==> src/rtl/rr_rate_monitor.sv <==
// RR-interval validator, 16-bit restoring-divider heart-rate calculator and N-interval running average.
// Optional brady/tachy alarm flags are built only when HR_ALARM_EN is defined.
module rr_rate_monitor #(
  parameter int DATA_WIDTH = 11,
  parameter int FS_HZ      = 360,
  parameter int N_AVG      = 8,
  parameter int BPM_WIDTH  = 8,
  parameter int RR_MIN     = 72,
  parameter int BRADY_BPM  = 50,
  parameter int TACHY_BPM  = 120
) (
  input  logic                  i_clk,
  input  logic                  i_rst,
  input  logic                  i_ce,
  input  logic [DATA_WIDTH-1:0] i_rr_period,
  input  logic                  i_rr_period_updated,
  output logic [BPM_WIDTH-1:0]  o_bpm,
  output logic                  o_bpm_valid,
  output logic [DATA_WIDTH-1:0] o_rr_avg,
  output logic                  o_rr_avg_valid,
  output logic                  o_busy,
  output logic                  o_rr_reject,
  output logic                  o_overrun,
  output logic                  o_brady,
  output logic                  o_tachy
);

  localparam int AW    = $clog2(N_AVG);
  localparam int SUM_W = DATA_WIDTH + AW;
  localparam int Q     = 16;
  localparam int CW    = $clog2(Q);
  localparam logic [Q-1:0] DIVIDEND = Q'(60 * FS_HZ);
  localparam logic [Q-1:0] BPM_MAX  = Q'((1 << BPM_WIDTH) - 1);

  if ((N_AVG < 2) || (N_AVG > 64) || ((1 << AW) != N_AVG) || (BPM_WIDTH > Q)
      || (BRADY_BPM >= TACHY_BPM)) begin : g_bad_cfg
    $error("rr_rate_monitor: unsupported parameter combination");
  end

  typedef enum logic [1:0] {IDLE, DIV, DONE} state_t;

  state_t                 state;
  state_t                 next_state;
  logic [DATA_WIDTH-1:0]  rr_buf [N_AVG];
  logic [AW-1:0]          wr_ptr;
  logic [SUM_W-1:0]       sum;
  logic [SUM_W-1:0]       new_sum;
  logic [AW:0]            fill;
  logic                   avg_full_next;
  logic [Q-1:0]           quot;
  logic [DATA_WIDTH-1:0]  rem;
  logic [DATA_WIDTH-1:0]  divisor;
  logic [CW-1:0]          bit_cnt;
  logic [DATA_WIDTH:0]    shifted;
  logic [DATA_WIDTH-1:0]  diff;
  logic                   fits;
  logic [BPM_WIDTH-1:0]   bpm_sat;
  logic                   rr_low;
  logic                   accept;
  logic                   div_step;
  logic                   div_finish;

  always_comb begin
    rr_low        = (i_rr_period == '0) || (i_rr_period < DATA_WIDTH'(RR_MIN));
    accept        = i_rr_period_updated && !rr_low && (state == IDLE);
    new_sum       = sum - SUM_W'(rr_buf[wr_ptr]) + SUM_W'(i_rr_period);
    avg_full_next = (fill >= (AW+1)'(N_AVG - 1));
    // The remainder is always below the divisor, so only its low bits matter after subtracting.
    shifted       = {rem, quot[Q-1]};
    fits          = (shifted >= {1'b0, divisor});
    diff          = shifted[DATA_WIDTH-1:0] - divisor;
    bpm_sat       = (quot > BPM_MAX) ? BPM_MAX[BPM_WIDTH-1:0] : quot[BPM_WIDTH-1:0];
  end

  always_ff @(posedge i_clk) begin
    if (i_rst) begin
      state <= IDLE;
    end else if (i_ce) begin
      state <= next_state;
    end
  end

  always_comb begin
    next_state = state;
    case (state)
      IDLE:    if (accept) next_state = DIV;
      DIV:     if (bit_cnt == '0) next_state = DONE;
      DONE:    next_state = IDLE;
      default: next_state = IDLE;
    endcase
  end

  always_comb begin
    o_busy     = 1'b0;
    div_step   = 1'b0;
    div_finish = 1'b0;
    case (state)
      DIV: begin
        o_busy   = 1'b1;
        div_step = 1'b1;
      end
      DONE: begin
        o_busy     = 1'b1;
        div_finish = 1'b1;
      end
      default: ;
    endcase
  end

  always_ff @(posedge i_clk) begin
    if (i_rst) begin
      for (int i = 0; i < N_AVG; i++) rr_buf[i] <= '0;
      wr_ptr         <= '0;
      sum            <= '0;
      fill           <= '0;
      o_rr_avg       <= '0;
      o_rr_avg_valid <= 1'b0;
      quot           <= '0;
      rem            <= '0;
      divisor        <= '0;
      bit_cnt        <= '0;
      o_bpm          <= '0;
      o_bpm_valid    <= 1'b0;
      o_rr_reject    <= 1'b0;
      o_overrun      <= 1'b0;
    end else if (i_ce) begin
      o_bpm_valid <= 1'b0;
      o_rr_reject <= i_rr_period_updated && rr_low;
      o_overrun   <= i_rr_period_updated && !rr_low && (state != IDLE);
      if (accept) begin
        rr_buf[wr_ptr] <= i_rr_period;
        wr_ptr         <= wr_ptr + 1'b1;
        sum            <= new_sum;
        if (fill != (AW+1)'(N_AVG)) fill <= fill + 1'b1;
        o_rr_avg_valid <= avg_full_next;
        o_rr_avg       <= avg_full_next ? DATA_WIDTH'(new_sum >> AW) : '0;
        quot           <= DIVIDEND;
        rem            <= '0;
        divisor        <= i_rr_period;
        bit_cnt        <= CW'(Q - 1);
      end
      if (div_step) begin
        rem     <= fits ? diff : shifted[DATA_WIDTH-1:0];
        quot    <= {quot[Q-2:0], fits};
        bit_cnt <= bit_cnt - 1'b1;
      end
      if (div_finish) begin
        o_bpm       <= bpm_sat;
        o_bpm_valid <= 1'b1;
      end
    end
  end

`ifdef HR_ALARM_EN
  always_ff @(posedge i_clk) begin
    if (i_rst) begin
      o_brady <= 1'b0;
      o_tachy <= 1'b0;
    end else if (i_ce && div_finish) begin
      o_brady <= (bpm_sat < BPM_WIDTH'(BRADY_BPM));
      o_tachy <= (bpm_sat > BPM_WIDTH'(TACHY_BPM));
    end
  end
`else
  assign o_brady = 1'b0;
  assign o_tachy = 1'b0;
`endif

endmodule

==> config.mk <==
export PLATFORM = sky130hd
export DESIGN_NAME = rr_rate_monitor
export DESIGN_NICKNAME = d
export VERILOG_FILES = /design/src/rtl/rr_rate_monitor.sv
export SDC_FILE = /design/constraint.sdc
export NUM_CORES = 1
export LEC_CHECK = 0
export CORE_UTILIZATION = 40
export CTS_CLUSTER_SIZE = 30
export DETAILED_ROUTE_END_ITERATION = 8
export PLACE_DENSITY = 0.66
export SYNTH_ARGS = -nofsm -noshare
export SYNTH_HDL_FRONTEND = slang
export SYNTH_SLANG_ARGS = --single-unit
==> constraint.sdc <==
create_clock -name i_clk -period 3.8 [get_ports i_clk]
set_input_delay 0.57 -clock i_clk [delete_from_list [all_inputs] [get_ports i_clk]]
set_output_delay 0.57 -clock i_clk [all_outputs]
set_load 0.005 [all_outputs]
==> results.cfg <==
[place]
postPlaceCellArea_um2 = 10000
numPortBuffers = 38
dp.cells = 1188
place_congestion = 0.824
hpwl_mm = 15.1

[yosys]
async_flop_share_pct = 0
ys_types = 64
synth_area_leader_cell = edfxtp_1
ys_top_cells_by_count = dfxtp_1 (91), edfxtp_1 (88), nand2_1 (77)
synth_edf_count = 88
yosysTopAreaCellShare_pct = 29.3
syn_avg_cell_area_um2 = 10.5
synth_ff_type = dfxtp_1
yosysWarningCount = 0
synth_area_um2 = 9020
synthTopCellsByArea = edfxtp_1 (29%), dfxtp_1 (20%), mux4_2 (5.5%)
yosysSeqAreaShare_pct = 49.5
synth_seq_cells = 179
yosysMostFrequentCell = dfxtp_1
syn_inst = 862

[finish]
drive_above_1_share_pct = 16.7
multi_input_area_um2 = 4080
layout.cells.non_filler = 1221
area_growth_pct = 18.1
nFillCells = 1933
regArea_um2 = 4470
nets = 987
finalInstanceArea_um2 = 10700

[worst_setup_path]
r2r_slack_ps = 150
start_kind = flop
rr_worst_depth = 12
crit_type = flop to flop
critPathRequiredTime_ps = 4170
critPathCaptureType = flop
arrival_ps = 4020
crit_fanout = 14

[cts]
root_buffer = clkbuf_16
cts_made_buffers = 17
clk_transition_reported_paths_ps = 70
cts_sinks = 179
cts_hold_buf = 0
htree_levels = 4
post_cts_buffers = 0
cts_max_path_buffers = 2
cts_tree = done
clk_latency_ps = 440

[die]
die_height_um = 152
die-area_um2 = 23200
pin_count = 41
initial_core_util_pct = 41.1
core_um2 = 22000
die_w_um = 152
num_rows = 54

[grt]
antenna_found_initial = 0
grt_max_degree = 72
grt_pass1_wl_mm = 35.5
overflow = 0
grt_pass1_vias = 6572
grt_use_total_pct = 19.8

[sta]
relSlewSlack_pct = 43.5
clock-skew-final_ps = 7.12
setup_viol = 0
max_freq_ghz = 0.274
post-route-min-period_ps = 3650
tightest_slew_ps = 848
finalMaxSlewViolations = 0
finalHoldViolCount = 0
finalCritPeriodShare_pct = 96.2

[drt]
drt-pass1-iter-count = 7
route.detailed.drc = 2
vias = 6893
wl_per_cell_um = 18.0
drtIter0Drc = 519
ant_nets = 0
vias_per_cell = 5.65
drt_wl_total_mm = 21.9

[power]
powerDensity_nw_per_um2 = 537
finalPower_uw = 5730
ir_drop_mv = 0.365
p_leak_uw = 0.00397

[flow_run]
maxCapViolCount = 0

[worst_hold_path]
min_path_cells = 2
worstHoldPathType = input port to flop

[run_status]
violations = DRC
outcome = finished, violations left
==> placed cells by master (no fill, tap or decap), types with 10 or more instances in the layout <==
cell | synthesis | routed
dfxtp_1 | 91 | 90
nand3_1 | 28 | 27
nand2_1 | 77 | 76
buf_4 | 2 | 65
clkdlybuf4s50_1 | 0 | 37
ha_1 | 33 | 33
nor2_1 | 47 | 47
inv_1 | 60 | 60
clkbuf_16 | 0 | 18
o21ai_0 | 22 | 22
a21oi_1 | 51 | 50
a21o_1 | 12 | 12
mux2_2 | 11 | 11
mux2i_1 | 15 | 15
fa_1 | 12 | 11
nor3_1 | 59 | 59
edfxtp_1 | 88 | 88
xnor2_1 | 12 | 12
clkinv_1 | 10 | 10
nor4_1 | 46 | 46
mux4_2 | 22 | 22
==> state kept, by name (all words and copies together) (netlist names), 3 cells and up, named ones only <==
| signal | cells |
|---|---|
| rem | 11 |
| o_rr_avg | 11 |
| bit_cnt | 4 |
| rr_buf | 88 |
| fill | 4 |
| wr_ptr | 3 |
| sum | 14 |
| divisor | 11 |
| o_bpm | 8 |
| quot | 16 |
==> final timing paths <==
path | end | startpoint
setup / recovery | sum[13] | flop
hold / removal | wr_ptr[1] | i_rst
setup reg to reg | sum[13] | flop
hold reg to reg | divisor[9] | divisor[9]
==> cell type report <==
class / count / share of cell area [%]
clock inverter: 11 / 1.19
tap: 280 / 3.29
timing repair buffer: 106 / 8.50
inverter: 70 / 2.47
antenna: 1 / 0.0235
clock buffer: 21 / 4.33
multi-input combinational: 553 / 38.3
sequential: 179 / 41.9
==> kinds of logic (layout without fill, tap and decap cells) <==
family	after synthesis	in the layout	share of synthesized area, %
DFF	179	179	49.5
AOI/OAI and AO/OA	142	142	10.4
and+or+nand+nor	295	295	16.3
xor gates and xnor gates	21	21	2.04
other	1	3	0.0416
adders and majority gates	45	45	7.24
muxes	48	48	8.53
buffers and inverters	131	208	5.90
==> report_power, final <==
group          leakage [uW]  internal, uW  switching (uW)  total [uW]
logic               0.00203           768             967        1740
clock network      0.000287          1010             762        1770
registers           0.00165          2140            70.7        2220
==> worst max-delay path, stage by stage (launching register included) <==
cell     delay (ps)
dfxtp_4         390
buf_12          180
mux4_2          520
mux2_2          310
fa_1            480
inv_1            50
ha_1            340
a21oi_1         170
nand3_2         160
a21oi_4         220
mux2i_1         110
or4_1           480
a21oi_1         140
==> routing by layer <==
| layer | share of wire (%) | track usage (%) | vias to the layer above | wire length [um] |
|---|---|---|---|---|
| met1 | 48 | 29.0 | 3371 | 10500 |
| met2 | 44 | 28.9 | 214 | 9720 |
| li1 | - | - | 3276 | - |
| met3 | 5.8 | 3.90 | 32 | 1270 |
| met4 | 2.0 | 7.29 | 0 | 448 |
| met5 | 0 | 0 | - | 0 |
==> through the flow <==
stage / hold slack [ps] / worst slack (ps) / setup TNS [ps] / utilization, %
4_1_cts: 392 / 16.8 / 0 / 48.3
2_1_floorplan: 436 / 12.4 / 0 / -
5_1_grt: 412 / -5.11 / -9.84 / 48.5
3_5_place_dp: 447 / -37.5 / -64.8 / 45.6
6_report: 409 / 146 / 0 / 48.5
3_3_place_gp: 443 / 2.25 / 0 / 45.6
==> repair_timing <==
action	in CTS	in global routing
endpoints found under the setup margin	4	9
gates resized for setup	2	10
pin swaps	0	2
Power figures use the tool's default switching activity.
